--- src/rtl/keypad_pkg.sv ---
// keypad_pkg
// Shared definitions for the 4x4 keypad scanner:
//   - state_t : debounce FSM states (IDLE, PRESS, HELD, RELEASE)
//   - cls_t   : classification of one full sweep snapshot
//   - KEY_*   : codes of the non-digit keys
//   - key_map : snapshot bit index (4*row + col) -> key code
package keypad_pkg;

  typedef enum logic [1:0] {
    IDLE    = 2'd0,
    PRESS   = 2'd1,
    HELD    = 2'd2,
    RELEASE = 2'd3
  } state_t;

  typedef enum logic [1:0] {
    CLS_EMPTY  = 2'd0,
    CLS_SINGLE = 2'd1,
    CLS_MULTI  = 2'd2
  } cls_t;

  localparam logic [3:0] KEY_A    = 4'd10;
  localparam logic [3:0] KEY_B    = 4'd11;
  localparam logic [3:0] KEY_C    = 4'd12;
  localparam logic [3:0] KEY_D    = 4'd13;
  localparam logic [3:0] KEY_STAR = 4'd14;
  localparam logic [3:0] KEY_HASH = 4'd15;

  // Physical layout: r0 = 1 2 3 A, r1 = 4 5 6 B, r2 = 7 8 9 C, r3 = * 0 # D
  function automatic logic [3:0] key_map(input logic [3:0] idx);
    logic [3:0] code;
    case (idx)
      4'd0:    code = 4'd1;
      4'd1:    code = 4'd2;
      4'd2:    code = 4'd3;
      4'd3:    code = KEY_A;
      4'd4:    code = 4'd4;
      4'd5:    code = 4'd5;
      4'd6:    code = 4'd6;
      4'd7:    code = KEY_B;
      4'd8:    code = 4'd7;
      4'd9:    code = 4'd8;
      4'd10:   code = 4'd9;
      4'd11:   code = KEY_C;
      4'd12:   code = KEY_STAR;
      4'd13:   code = 4'd0;
      4'd14:   code = KEY_HASH;
      default: code = KEY_D;
    endcase
    return code;
  endfunction

endpackage

--- src/rtl/sync_2ff.sv ---
// sync_2ff
// Two-flop synchronizer for an asynchronous bus; flops reset to all ones
// (the idle level of pulled-up, active-low keypad rows).
// Ports:
//   clk - system clock
//   rst - synchronous active-high reset
//   d   - asynchronous input bus [DATA_W]
//   q   - synchronized output bus [DATA_W]
module sync_2ff #(
  parameter int DATA_W = 4
) (
  input  logic              clk,
  input  logic              rst,
  input  logic [DATA_W-1:0] d,
  output logic [DATA_W-1:0] q
);

  logic [DATA_W-1:0] meta_p0;
  logic [DATA_W-1:0] sync_p1;

  always_ff @(posedge clk) begin
    if (rst) begin
      meta_p0 <= '1;
      sync_p1 <= '1;
    end else begin
      // stage 0: capture (may go metastable)
      meta_p0 <= d;
      // stage 1: resolved copy
      sync_p1 <= meta_p0;
    end
  end

  assign q = sync_p1;

endmodule

--- src/rtl/keypad_scanner.sv ---
// keypad_scanner
// Scans a 4x4 active-low matrix keypad, debounces whole-keypad snapshots and
// emits one-shot key events.
// Ports:
//   clk       - system clock
//   rst       - synchronous active-high reset
//   row[3:0]  - keypad rows, active-low, asynchronous
//   col[3:0]  - keypad column drive, active-low one-hot
//   key_code  - code of the last accepted key (held until next accept)
//   key_valid - one-cycle strobe when a key is accepted
//   key_held  - high while the accepted key is still considered pressed
module keypad_scanner
  import keypad_pkg::*;
#(
  parameter logic [15:0] SCAN_DIV       = 16'd50000,
  parameter int          DEBOUNCE_SCANS = 4
) (
  input  logic       clk,
  input  logic       rst,
  input  logic [3:0] row,
  output logic [3:0] col,
  output logic [3:0] key_code,
  output logic       key_valid,
  output logic       key_held
);

  localparam int SLOT_W = (SCAN_DIV > 16'd1) ? $clog2(SCAN_DIV) : 1;
  localparam int CNT_W  = $clog2(DEBOUNCE_SCANS + 1);
  localparam logic [SLOT_W-1:0] SLOT_LAST = SLOT_W'(SCAN_DIV - 16'd1);
  localparam logic [CNT_W-1:0]  CNT_MAX   = CNT_W'(DEBOUNCE_SCANS);

  logic [3:0]        row_sync;
  logic [SLOT_W-1:0] slot_cnt;
  logic [1:0]        col_idx;
  logic [15:0]       snap;
  logic              sweep_done;
  logic              slot_end;

  state_t            state, state_n;
  logic [3:0]        cand, cand_n;
  logic [CNT_W-1:0]  cnt, cnt_n;
  logic              accept;

  logic [4:0]        ones;
  logic [3:0]        idx;
  cls_t              cls;

  function automatic logic [CNT_W-1:0] sat_inc(input logic [CNT_W-1:0] v);
    return (v >= CNT_MAX) ? v : v + 1'b1;
  endfunction

  sync_2ff #(.DATA_W(4)) u_sync (
    .clk (clk),
    .rst (rst),
    .d   (row),
    .q   (row_sync)
  );

  assign col      = ~(4'b0001 << col_idx);
  assign slot_end = (slot_cnt == SLOT_LAST);

  // Each slot overwrites only its own column's four snapshot bits, so the
  // snapshot stays complete for a full slot after the sweep ends -- long
  // enough for the one-cycle classification that follows.
  always_ff @(posedge clk) begin
    if (rst) begin
      slot_cnt   <= '0;
      col_idx    <= 2'd0;
      snap       <= '0;
      sweep_done <= 1'b0;
    end else begin
      sweep_done <= slot_end && (col_idx == 2'd3);
      if (slot_end) begin
        slot_cnt <= '0;
        col_idx  <= col_idx + 2'd1;
        for (int r = 0; r < 4; r++) begin
          snap[{2'(r), col_idx}] <= ~row_sync[r];
        end
      end else begin
        slot_cnt <= slot_cnt + 1'b1;
      end
    end
  end

  always_comb begin
    ones = 5'd0;
    idx  = 4'd0;
    for (int i = 0; i < 16; i++) begin
      if (snap[i]) begin
        ones = ones + 5'd1;
        idx  = 4'(i);
      end
    end
    if (ones == 5'd0)      cls = CLS_EMPTY;
    else if (ones == 5'd1) cls = CLS_SINGLE;
    else                   cls = CLS_MULTI;
  end

  always_comb begin
    state_n = state;
    cand_n  = cand;
    cnt_n   = cnt;
    accept  = 1'b0;
    if (sweep_done) begin
      case (state)
        IDLE: begin
          if (cls == CLS_SINGLE) begin
            state_n = PRESS;
            cand_n  = idx;
            cnt_n   = CNT_W'(1);
          end
        end
        PRESS: begin
          if (cls == CLS_SINGLE && idx == cand) begin
            cnt_n = sat_inc(cnt);
          end else if (cls == CLS_SINGLE) begin
            cand_n = idx;
            cnt_n  = CNT_W'(1);
          end else begin
            state_n = IDLE;
            cnt_n   = '0;
          end
        end
        HELD: begin
          if (cls == CLS_EMPTY) begin
            state_n = RELEASE;
            cnt_n   = CNT_W'(1);
          end
        end
        default: begin
          if (cls == CLS_EMPTY) begin
            cnt_n = sat_inc(cnt);
          end else begin
            state_n = HELD;
            cnt_n   = '0;
          end
        end
      endcase
      // Threshold checks after counting, so DEBOUNCE_SCANS=1 passes straight
      // through PRESS/RELEASE in the same sweep evaluation.
      if (state_n == PRESS && cnt_n >= CNT_MAX) begin
        state_n = HELD;
        cnt_n   = '0;
        accept  = 1'b1;
      end else if (state_n == RELEASE && cnt_n >= CNT_MAX) begin
        state_n = IDLE;
        cnt_n   = '0;
      end
    end
  end

  always_ff @(posedge clk) begin
    if (rst) begin
      state     <= IDLE;
      cand      <= 4'd0;
      cnt       <= '0;
      key_code  <= 4'd0;
      key_valid <= 1'b0;
      key_held  <= 1'b0;
    end else begin
      state     <= state_n;
      cand      <= cand_n;
      cnt       <= cnt_n;
      key_valid <= accept;
      key_held  <= (state_n == HELD) || (state_n == RELEASE);
      if (accept) key_code <= key_map(cand_n);
    end
  end

endmodule

--- config.mk ---
export PLATFORM = sky130hd
export DESIGN_NAME = keypad_scanner
export DESIGN_NICKNAME = d
export VERILOG_FILES = /design/src/rtl/keypad_pkg.sv /design/src/rtl/sync_2ff.sv /design/src/rtl/keypad_scanner.sv
export SDC_FILE = /design/constraint.sdc
export NUM_CORES = 1
export LEC_CHECK = 0
export CELL_PAD_IN_SITES_DETAIL_PLACEMENT = 0
export CELL_PAD_IN_SITES_GLOBAL_PLACEMENT = 1
export CORE_AREA = 4 4 125 127
export CTS_CLUSTER_DIAMETER = 30
export CTS_CLUSTER_SIZE = 10
export DETAILED_ROUTE_END_ITERATION = 8
export DIE_AREA = 0 0 129 131
export PLACE_DENSITY_LB_ADDON = 0.1
export SETUP_SLACK_MARGIN = 0.2
export SYNTH_ARGS = -nofsm -noshare
export SYNTH_HDL_FRONTEND = slang
export SYNTH_SLANG_ARGS = --single-unit
--- constraint.sdc ---
create_clock -name clk -period 13.34 [get_ports clk]
set_clock_uncertainty 0.15 [all_clocks]
set_input_delay 3.335 -clock clk [delete_from_list [all_inputs] [get_ports clk]]
set_output_delay 3.335 -clock clk [all_outputs]
set_load 0.02 [all_outputs]
; ---- After elaboration in Yosys (flattened, before gate mapping)
; Memories as Yosys holds them, arrays and structs flattened. A register that Yosys moved wholly into a read port is not among the register bits.
; Index checks and enable logic that the tools add are counted.
[word_totals]
regBits = 54
romBits = 64
out_inout_bits = 10
memories = 1
[op_classes]
add_sub_neg = 18
order_cmp = 10
eq_ne = 11
shift = 1
muxes = 71
bitwise = 5
n_reduce_logical = 13
[memory_table]
columns = name, words, word_bits, rd, rd_ports_with_merged_regs, wr, line
row1 = (no name shown), 16, 4, 1, 1, 0, keypad_pkg.sv:32  ; case (idx)
[ops]
columns = cell, count
row1 = adder 5 x 1 -> 5 bit (second input constant), 15
row2 = 2-to-1 mux 5 bit, 15
row3 = 2-to-1 mux 4 bit, 17
row4 = bitwise mux 16 bit, 4
row5 = 2-to-1 mux 3 bit, 8
row6 = 2-to-1 mux 2 bit, 11
row7 = adder 16 x 1 -> 16 bit (second input constant), 1
row8 = equality test 16 bit (second input constant), 1
row9 = equality test 2 bit (second input constant), 5
row10 = less-than comparator 4 x 5 -> 1 bit (second input constant), 2
row11 = 2-to-1 mux 1 bit, 9
row12 = one-hot mux 3 bit (3 select lines), 1
row13 = demux 1 bit (select 2 bit), 4
row14 = greater-or-equal comparator 4 x 1 -> 1 bit (second input constant), 2
row15 = logical AND 1 bit, 8
row16 = one-hot mux 4 bit (2 select lines), 1
row17 = equality test 2 x 1 -> 1 bit (second input constant), 3
row18 = greater-or-equal comparator 3 bit (second input constant), 2
row19 = one-hot mux 2 bit (3 select lines), 1
row20 = equality test 5 x 1 -> 1 bit (second input constant), 1
row21 = zero test 5 bit, 1
row22 = less-than comparator 2 x 5 -> 1 bit (second input constant), 1
row23 = less-than comparator 3 x 5 -> 1 bit (second input constant), 1
row24 = equality test 4 bit, 1
row25 = other kinds (10), 14

; ---- Depth between registers and ports, before layout
; Gate-level depths: netlist of the first run.
[logic_depth]
ltp_word = 46
depth_mapped = 55
mapped_depth_nobuf = 54

; ---- By module
; From an unflattened synthesis of the first run, not the netlist that was laid out.
[hier_totals]
cells_unflattened = 594
hier_area_um2 = 4658.2
[by_module_without_submodules]
columns = mod, n_inst, cells_each, area_per_inst_um2
row1 = keypad_scanner, 1, 578, 4448.0
row2 = sync_2ff, 1, 16, 210.2

; ---- Worst setup path after synthesis of the first run
; Ideal clock, no wire load.
[synth_timing]
kind = register to register
startpoint = register snap[0]
endpoint = register key_code[2]
setup_ns = 0.122
arrival_ns = 10.216
required_ns = 13.068
slack_ns = 2.852
path_stages_with_launch = 56
period_less_slack_ns = 10.488
path_cell_list = dfxtp_1 -> inv_1 -> ha_1 -> clkbuf_2 -> xor2_1 -> ha_1 -> nor2b_1 -> nor2_1 -> ha_1 -> nand2_1 -> o31ai_1 -> ha_1 -> nor2b_1 -> a31oi_1 -> and2_1 -> ha_1 -> a32o_1 -> ha_1 -> [... 20 more ...] -> nand2_1 -> ha_1 -> nor2_1 -> a31oi_1 -> ha_1 -> nand2b_1 -> o32a_1 -> and2b_1 -> mux2i_2 -> or3_1 -> or3_1 -> and2_1 -> clkbuf_1 -> inv_1 -> ha_1 -> o21ai_0 -> a21oi_1 -> o311a_1
[synth_between]
elab_cells_between_ends = 61
cone_classes = add/sub: 15 / order compare: 1 / eq/ne: 3 / mux: 38 / reduce/logical: 4
[synth_lines]
columns = element, line
row1 = "start, declared", keypad_scanner.sv:35  ; logic [15:0] snap;
row2 = "start signal, assigned by index", keypad_scanner.sv:77  ; snap[{2'(r), col_idx}] <= ~row_sync[r];
row3 = 2-to-1 mux 1 bit (*), keypad_scanner.sv:89  ; if (snap[i]) begin
row4 = adder 5 x 1 -> 5 bit, keypad_scanner.sv:90  ; ones = ones + 5'd1;
row5 = 2-to-1 mux 5 bit (*), keypad_scanner.sv:89
row6 = adder 5 x 1 -> 5 bit, keypad_scanner.sv:90
row7 = 2-to-1 mux 5 bit (*), keypad_scanner.sv:89
row8 = adder 5 x 1 -> 5 bit, keypad_scanner.sv:90
row9 = 2-to-1 mux 5 bit (*), keypad_scanner.sv:89
row10 = adder 5 x 1 -> 5 bit, keypad_scanner.sv:90
row11 = [... 24 more ...], n/a
row12 = 2-to-1 mux 2 bit, keypad_scanner.sv:95  ; else if (ones == 5'd1) cls = CLS_SINGLE;
row13 = 2-to-1 mux 2 bit (*), keypad_scanner.sv:94  ; if (ones == 5'd0) cls = CLS_EMPTY;
row14 = equality test 2 x 1 -> 1 bit (*), "keypad_scanner.sv:107, keypad_scanner.sv:114, keypad_scanner.sv:116"
row15 = 2-to-1 mux 4 bit / logical AND 1 bit (equally long branches), "keypad_scanner.sv:107, keypad_scanner.sv:116, keypad_scanner.sv:114"
row16 = 2-to-1 mux 4 bit, keypad_scanner.sv:114  ; if (cls == CLS_SINGLE && idx == cand) begin
row17 = one-hot mux 4 bit (2 select lines) (*), keypad_scanner.sv:105  ; case (state)
row18 = 2-to-1 mux 4 bit (*), keypad_scanner.sv:104  ; if (sweep_done) begin
row19 = via cand_n[0], keypad_scanner.sv:40  ; logic [3:0] cand, cand_n;
row20 = "end, declared", keypad_scanner.sv:22  ; output logic [3:0] key_code,
; The timed path passes the listed nets; every way through them passes the cells marked *. The select of a mux whose other input is x is not followed.
; A chain may end at the register's enable or synchronous reset.

; ---- Worst setup path after layout of the first run
[layout_timing]
startpoint = register snap[0]
endpoint = register key_code[2]
[layout_between]
elab_chain_len = 43
elab_cells_between_ends = 61
cone_classes = add/sub: 15 / order compare: 1 / eq/ne: 3 / mux: 38 / reduce/logical: 4
[layout_rtl]
columns = element, line
row1 = 2-to-1 mux 1 bit (*), keypad_scanner.sv:89
row2 = adder 5 x 1 -> 5 bit, keypad_scanner.sv:90
row3 = 2-to-1 mux 5 bit (*), keypad_scanner.sv:89
row4 = adder 5 x 1 -> 5 bit, keypad_scanner.sv:90
row5 = 2-to-1 mux 5 bit (*), keypad_scanner.sv:89
row6 = adder 5 x 1 -> 5 bit, keypad_scanner.sv:90
row7 = 2-to-1 mux 5 bit (*), keypad_scanner.sv:89
row8 = adder 5 x 1 -> 5 bit, keypad_scanner.sv:90
row9 = [... 27 more ...], n/a
row10 = "2-to-1 mux 1 bit, or another cell as far along", keypad_scanner.sv:116  ; end else if (cls == CLS_SINGLE) begin
row11 = 2-to-1 mux 3 bit / 2-to-1 mux 2 bit (equally long branches), keypad_scanner.sv:114
row12 = one-hot mux 3 bit (3 select lines) / one-hot mux 2 bit (3 select lines) (equally long branches), keypad_scanner.sv:105
row13 = 2-to-1 mux 3 bit / 2-to-1 mux 2 bit (equally long branches), keypad_scanner.sv:104
row14 = greater-or-equal comparator 3 bit / equality test 2 x 1 -> 1 bit (equally long branches), keypad_scanner.sv:141  ; if (state_n == PRESS && cnt_n >= CNT_MAX) begin
row15 = logical AND 1 bit, keypad_scanner.sv:141
row16 = 2-to-1 mux 1 bit, keypad_scanner.sv:141
row17 = 2-to-1 mux 1 bit, keypad_scanner.sv:104
; Every way passes the cells marked *; elsewhere a longest branch is shown, timed or not. The select of a mux whose other input is x is not followed.

==> flow_summary.yaml, run 1 <==
setup_path:
  worstSetupPathType: "reg2reg"
  crit_arrival_ps: 11480
  ff2ff_setup_slack_ps: 1910
  critPathRequiredTime_ps: 13390
  slowest_delay_ps: 520
  cp_max_fo: 7
  reg2reg_to: "key_code[2]$_SDFFE_PP0P_"
  timing.rr.start: "snap[0]$_SDFFE_PP0P_"
  startpoint_type: "flip-flop"
  reg2regPathDepth: 52
  crit_path_frequent_cell: "ha_1"
  slowest_stage: "mux2i_1"
  end_kind: "flip-flop"
synthesis:
  synth_cell_types: 69
  synth_seq_cells: 58
  syn_inst: 540
  synth_edf_count: 0
  synth-seq-area-share: 0.272
  syn-num-nets: 572
  syn_area_sq_um: 4270
  synthArstFlopShare: 0
  avgSynthCellArea_sq_um: 7.91
  synth-main-ff-cell: "dfxtp_1"
  ys_warn_count: 0
place:
  place_hpwl_um: 7230
  globalplace.congestion: 0.787
  dpl_worst_slack_ps: 1870
  numPortBuffers: 15
timing:
  final-setup-viol-count: 0
  setup_ws_ps: 1910
  fmax_ghz: 0.0875
  worstMarginPinSlew_ps: 844
  relSlewSlack: 0.433
  finalMaxSlewViolations: 0
  rsz0062_at_grt: "no"
  fin_hold_ws_ps: 258
  finalSetupTns_ps: 0
  period_minus_slack_ps: 11430
  hold_viol: 0
  period_share: 0.857
job:
  cap_violations: 0
hold_path:
  whs_endpoint: "u_sync.q[3]$_SDFF_PP1_"
  holdPathStages: 1
  hold_path_class: "reg2reg"
  hp-start: "u_sync.meta_p0[3]$_SDFF_PP1_"
die:
  start_util: 0.296
  fp.dieW_um: 129
  rows: 44
  dieArea_sq_um: 16900
  core_region_area_sq_um: 14400
  io_pins: 16
  die_h_um: 131
finish:
  multiInputGateArea_sq_um: 2890
  nNetsFinal: 578
  fin_util: 0.340
  area_growth_pct: 14.6
  layout.area.seq_sq_um: 1160
  n_antenna_cell: 0
  nFillCells: 1532
  drive_gt1_frac: 0.0871
drt:
  vias_per_cell: 4.76
  totalWireLength_um: 9530
  routedWlPerCell_um: 13.0
  firstDrtPassIters: 4
  drt_iter0_drc: 188
  ant_nets: 0
  via_count: 3499
  drc_errors: 0
global_route:
  gr-total-overflow: 0
  grt_first_pass_wirelength_um: 16300
  grt_antenna_before_repair: 0
  grt_pass1_vias: 3358
  grt_usage: 0.118
  grt_max_degree: 41
clocking:
  holdBufCountCts: 0
  cts_buffers: 9
  postCtsResizedCells: 0
  cts_tree: "done"
  clock_sinks: 58
  clk_path_buf_depth: 2
  post_cts_buffers: 0
  clk_pin_slew_ps: 50
  htreeDepth: 3
  insertion_delay_ps: 320
  cts-root-buf: "clkbuf_16"
outcome:
  status: "completed"
power:
  ir_worst_vdd_uv: 127
  p_leak_uw: 0.00193
  power_density_nw_per_um2: 88.6
power breakdown:
| part | internal, uW | total, uW | switching [uW] | leakage (uW) |
|---|---|---|---|---|
| logic | 2.98 | 6.84 | 3.85 | 0.00129 |
| clock network | 173 | 250 | 76.8 | 0.000163 |
| registers | 175 | 177 | 1.37 | 0.000470 |
| total | 352 | 434 | 82.0 | 0.00193 |
registers in the layout, summed over array words and instances, names as in the netlist:
register / cells
slot_cnt: 16
snap: 16
cand: 4
key_code: 4
u_sync.meta_p0: 4
u_sync.q: 4
cnt: 3
col_idx: 2
state: 2
key_held: 1
key_valid: 1
sweep_done: 1
final cells by class:
class                      count  share of cell area
clock inverter                 4              0.0151
sequential                    58               0.237
timing repair buffer          16              0.0322
tap                          184              0.0470
multi-input combinational    428               0.590
clock buffer                  12              0.0524
inverter                      33              0.0258
per-stage QoR:
stage | cells | area (sq um) | total power, uW
6_report | 735 | 4900 | 434
5_1_grt | 735 | 4900 | 452
4_1_cts | 735 | 4900 | 442
3_5_place_dp | 719 | 4570 | 187
3_3_place_gp | 719 | 4570 | 187
2_1_floorplan | 540 | 4270 | 184
critical path: cells and delay by family (launching register included):
family                     cells  cell delay, ps
AOI/OAI and AO/OA             13            2680
buffers and inverters          2             120
and+or+nand+nor               17            2410
DFF                            1             350
muxes                          3             900
xor gates and xnor gates       3             520
adders and majority gates     14            4200
cells by family after synthesis:
family          count (synthesis)  share of synthesized area
mux                            12                     0.0325
xor+xnor                       66                      0.165
compound gates                 93                      0.146
buf+inv                        54                     0.0515
fa+ha+maj                      26                     0.0761
flops                          58                      0.272
simple gates                  231                      0.258
worst max-delay path by stage:
stage	startpoint	end	slack, ps	depth (start not counted)
floorplan	snap[0]$_SDFFE_PP0P_	key_code[2]$_SDFFE_PP0P_	2850	55
global placement	snap[0]$_SDFFE_PP0P_	key_code[2]$_SDFFE_PP0P_	2130	52
detailed placement	snap[0]$_SDFFE_PP0P_	key_code[2]$_SDFFE_PP0P_	1870	52
CTS	snap[0]$_SDFFE_PP0P_	key_code[2]$_SDFFE_PP0P_	1810	52
global route	snap[0]$_SDFFE_PP0P_	key_code[2]$_SDFFE_PP0P_	890	52
finish	snap[0]$_SDFFE_PP0P_	key_code[2]$_SDFFE_PP0P_	1910	52
routing by layer:
layer,vias up,track usage,share of wire
met5,-,0,0
met4,0,0.0371,0.011
met3,10,0.0187,0.018
met2,28,0.186,0.44
met1,1597,0.166,0.53
li1,1864,-,-
cell usage in the layout (no fill, tap or decap), types with 5 or more instances in the layout:
cell type	instances
nor2_1	90
dfxtp_1	58
nand2_1	47
a21oi_1	34
xnor2_1	33
inv_1	32
ha_1	26
xor2_1	24
nand3_1	20
clkdlybuf4s50_1	15
nor3_1	13
o21ai_0	13
or2_2	13
clkbuf_16	9
a31oi_1	8
nand4_1	8
mux2i_1	8
and2_1	7
nand2b_1	6
or3_1	5
cells in the mapped netlist, types with 7 or more instances:
cell type	n	area, sq um
a21oi_1	34	170
clkbuf_1	16	60.1
and2_1	7	43.8
inv_1	32	120
ha_1	26	325
nand4_1	8	50.1
nand3_1	20	100
nor3_1	13	65.1
or2_2	13	81.3
nand2_1	47	176
xnor2_1	33	289
mux2i_1	8	80.1
o21ai_0	13	65.1
nor2_1	90	338
a31oi_1	8	50.1
xor2_1	24	210
dfxtp_1	58	1160
Power figures use the tool's default switching activity.
==> run 2: changes to the inputs <==
- SKIP_LAST_GASP: not set -> 1
==> results of run 2 <==
Final layout, timing and power as in run 1 (identical DEF).
==> run 3: changes to the inputs <==
- clock period: 13.34 -> 10.9 ns (I/O delays scaled with it)
==> flow_summary.yaml, run 3 (synthesized netlist as in run 1, its figures left out) <==
outcome:
  status: "completed"
finish:
  nNetsFinal: 626
  n_antenna_cell: 0
  top_regs: "slot_cnt (16), snap (16)"
  fin_area_sq_um: 5540
  layout.cells.most_common: "nor2_1"
  layout_common_cells: "nor2_1, dfxtp_1, buf_4, nand2_1, a21oi_1"
  fin_util: 0.384
  drive_gt1_frac: 0.239
  area_growth_pct: 29.7
die:
  core_region_area_sq_um: 14400
  fp.dieW_um: 129
  io_pins: 16
  die_h_um: 131
  rows: 44
  dieArea_sq_um: 16900
  start_util: 0.296
global_route:
  grt_antenna_before_repair: 0
  gr-total-overflow: 0
  grt_pass1_vias: 3617
  grt_usage: 0.125
  grt_first_pass_wirelength_um: 17100
  grt_max_degree: 41
place:
  place_hpwl_um: 7240
  dpl_cell_area_sq_um: 4620
  dpl_worst_slack_ps: -82.5
  globalplace.congestion: 0.774
  numPortBuffers: 15
hold_path:
  hold_path_class: "reg2reg"
  hp-start: "u_sync.meta_p0[1]$_SDFF_PP1_"
drt:
  drc_errors: 0
  drt_iter0_drc: 163
  totalWireLength_um: 10500
  routedWlPerCell_um: 13.4
  via_count: 3699
  vias_per_cell: 4.72
  firstDrtPassIters: 4
  ant_nets: 0
timing:
  hold_viol: 0
  rsz0062_at_grt: "no"
  worstMarginPinSlew_ps: 803
  finalSetupTns_ps: 0
  fmax_ghz: 0.0970
  finalMaxSlewViolations: 0
  setup_ws_ps: 587
  final-setup-viol-count: 0
  relSlewSlack: 0.461
  period_share: 0.946
  period_minus_slack_ps: 10310
clocking:
  htreeDepth: 3
  clock_sinks: 58
  insertion_delay_ps: 330
  cts_buffers: 9
  cts_tree: "done"
  clk_pin_slew_ps: 50
  cts-root-buf: "clkbuf_16"
  clk_path_buf_depth: 2
setup_path:
  critPathRequiredTime_ps: 10990
  worstSetupPathType: "reg2reg"
  reg2regPathDepth: 52
  slowest_stage: "or3_4"
  startpoint_type: "flip-flop"
  cp_max_fo: 4
  timing.rr.start: "snap[0]$_SDFFE_PP0P_"
  reg2reg_to: "key_code[3]$_SDFFE_PP0P_"
  end_kind: "flip-flop"
  crit_arrival_ps: 10400
  ff2ff_setup_slack_ps: 590
  setup.worst_path.end: "key_code[3]$_SDFFE_PP0P_"
  slowest_delay_ps: 420
  crit_start: "snap[0]$_SDFFE_PP0P_"
job:
  cap_violations: 0
power:
  p_leak_uw: 0.00222
  power_density_nw_per_um2: 96.3
  ir_worst_vdd_uv: 81.4
## run 3: cell types whose count changed in the layout (fill, tap and decap cells not counted), moves of 3 or more
cell	before	now
buf_4	1	49
ha_1	26	18
ha_4	0	7
nand2_1	47	42
nand2_2	0	5
inv_1	32	28
inv_2	0	4
and2_1	7	4
and2_4	0	3
o21ai_0	13	10
## run 3: metrics by stage
stage	total power (uW)	std cells	hold slack, ps
after floorplan	226	540	239
after global placement	229	726	245
after detailed placement	229	726	246
after CTS	543	768	255
after global routing	554	783	270
final	534	783	256
## run 3: layout make-up
class                   count  area, sq um
clock inverters             6         90.1
multi-input cells         428         3170
flip-flops and latches     58         1170
well taps                 184          230
clock buffers              10          239
fillers                  1499         8880
repair buffers             64          518
inverters                  33          126
## run 3: where the power goes
part	total (uW)	internal [uW]	switching, uW	leakage [uW]
Clock	310	206	103	0.000159
Sequential	216	214	1.69	0.000471
Combinational	8.25	3.66	4.58	0.00159
Total	534	424	109	0.00222
## run 3: worst min-delay path by stage
stage | endpoint | slack, ps | cells past startpoint
floorplan | u_sync.q[0]$_SDFF_PP1_ | 240 | 1
global placement | u_sync.q[1]$_SDFF_PP1_ | 240 | 1
detailed placement | u_sync.q[1]$_SDFF_PP1_ | 250 | 1
CTS | u_sync.q[3]$_SDFF_PP1_ | 260 | 1
global route | u_sync.q[1]$_SDFF_PP1_ | 270 | 1
finish | u_sync.q[1]$_SDFF_PP1_ | 260 | 1
## run 3: per-layer routing
layer  routed length (um)  vias to the layer above  GRT usage
li1                     -                     1958          -
met1                 5410                     1697      0.170
met2                 4780                       32      0.198
met3                  164                       12     0.0285
met4                  115                        0     0.0352
met5                    0                        -          0
## run 3: what timing repair did
item | CTS | global route
hold buffers | 0 | 0
pin swaps | 4 | 24
endpoints found under the setup margin | 4 | 13
buffers inserted | 26 | 15
resized for setup | 8 | 49
## run 3: worst max-delay path, delay by kind of cell (launching register included)
| family | cells | cell delay (ps) |
|---|---|---|
| buffers and inverters | 2 | 110 |
| muxes | 2 | 360 |
| adders and majority gates | 14 | 3550 |
| AOI/OAI and AO/OA | 13 | 2450 |
| DFF | 1 | 340 |
| and+or+nand+nor | 18 | 2660 |
| xor gates and xnor gates | 3 | 570 |
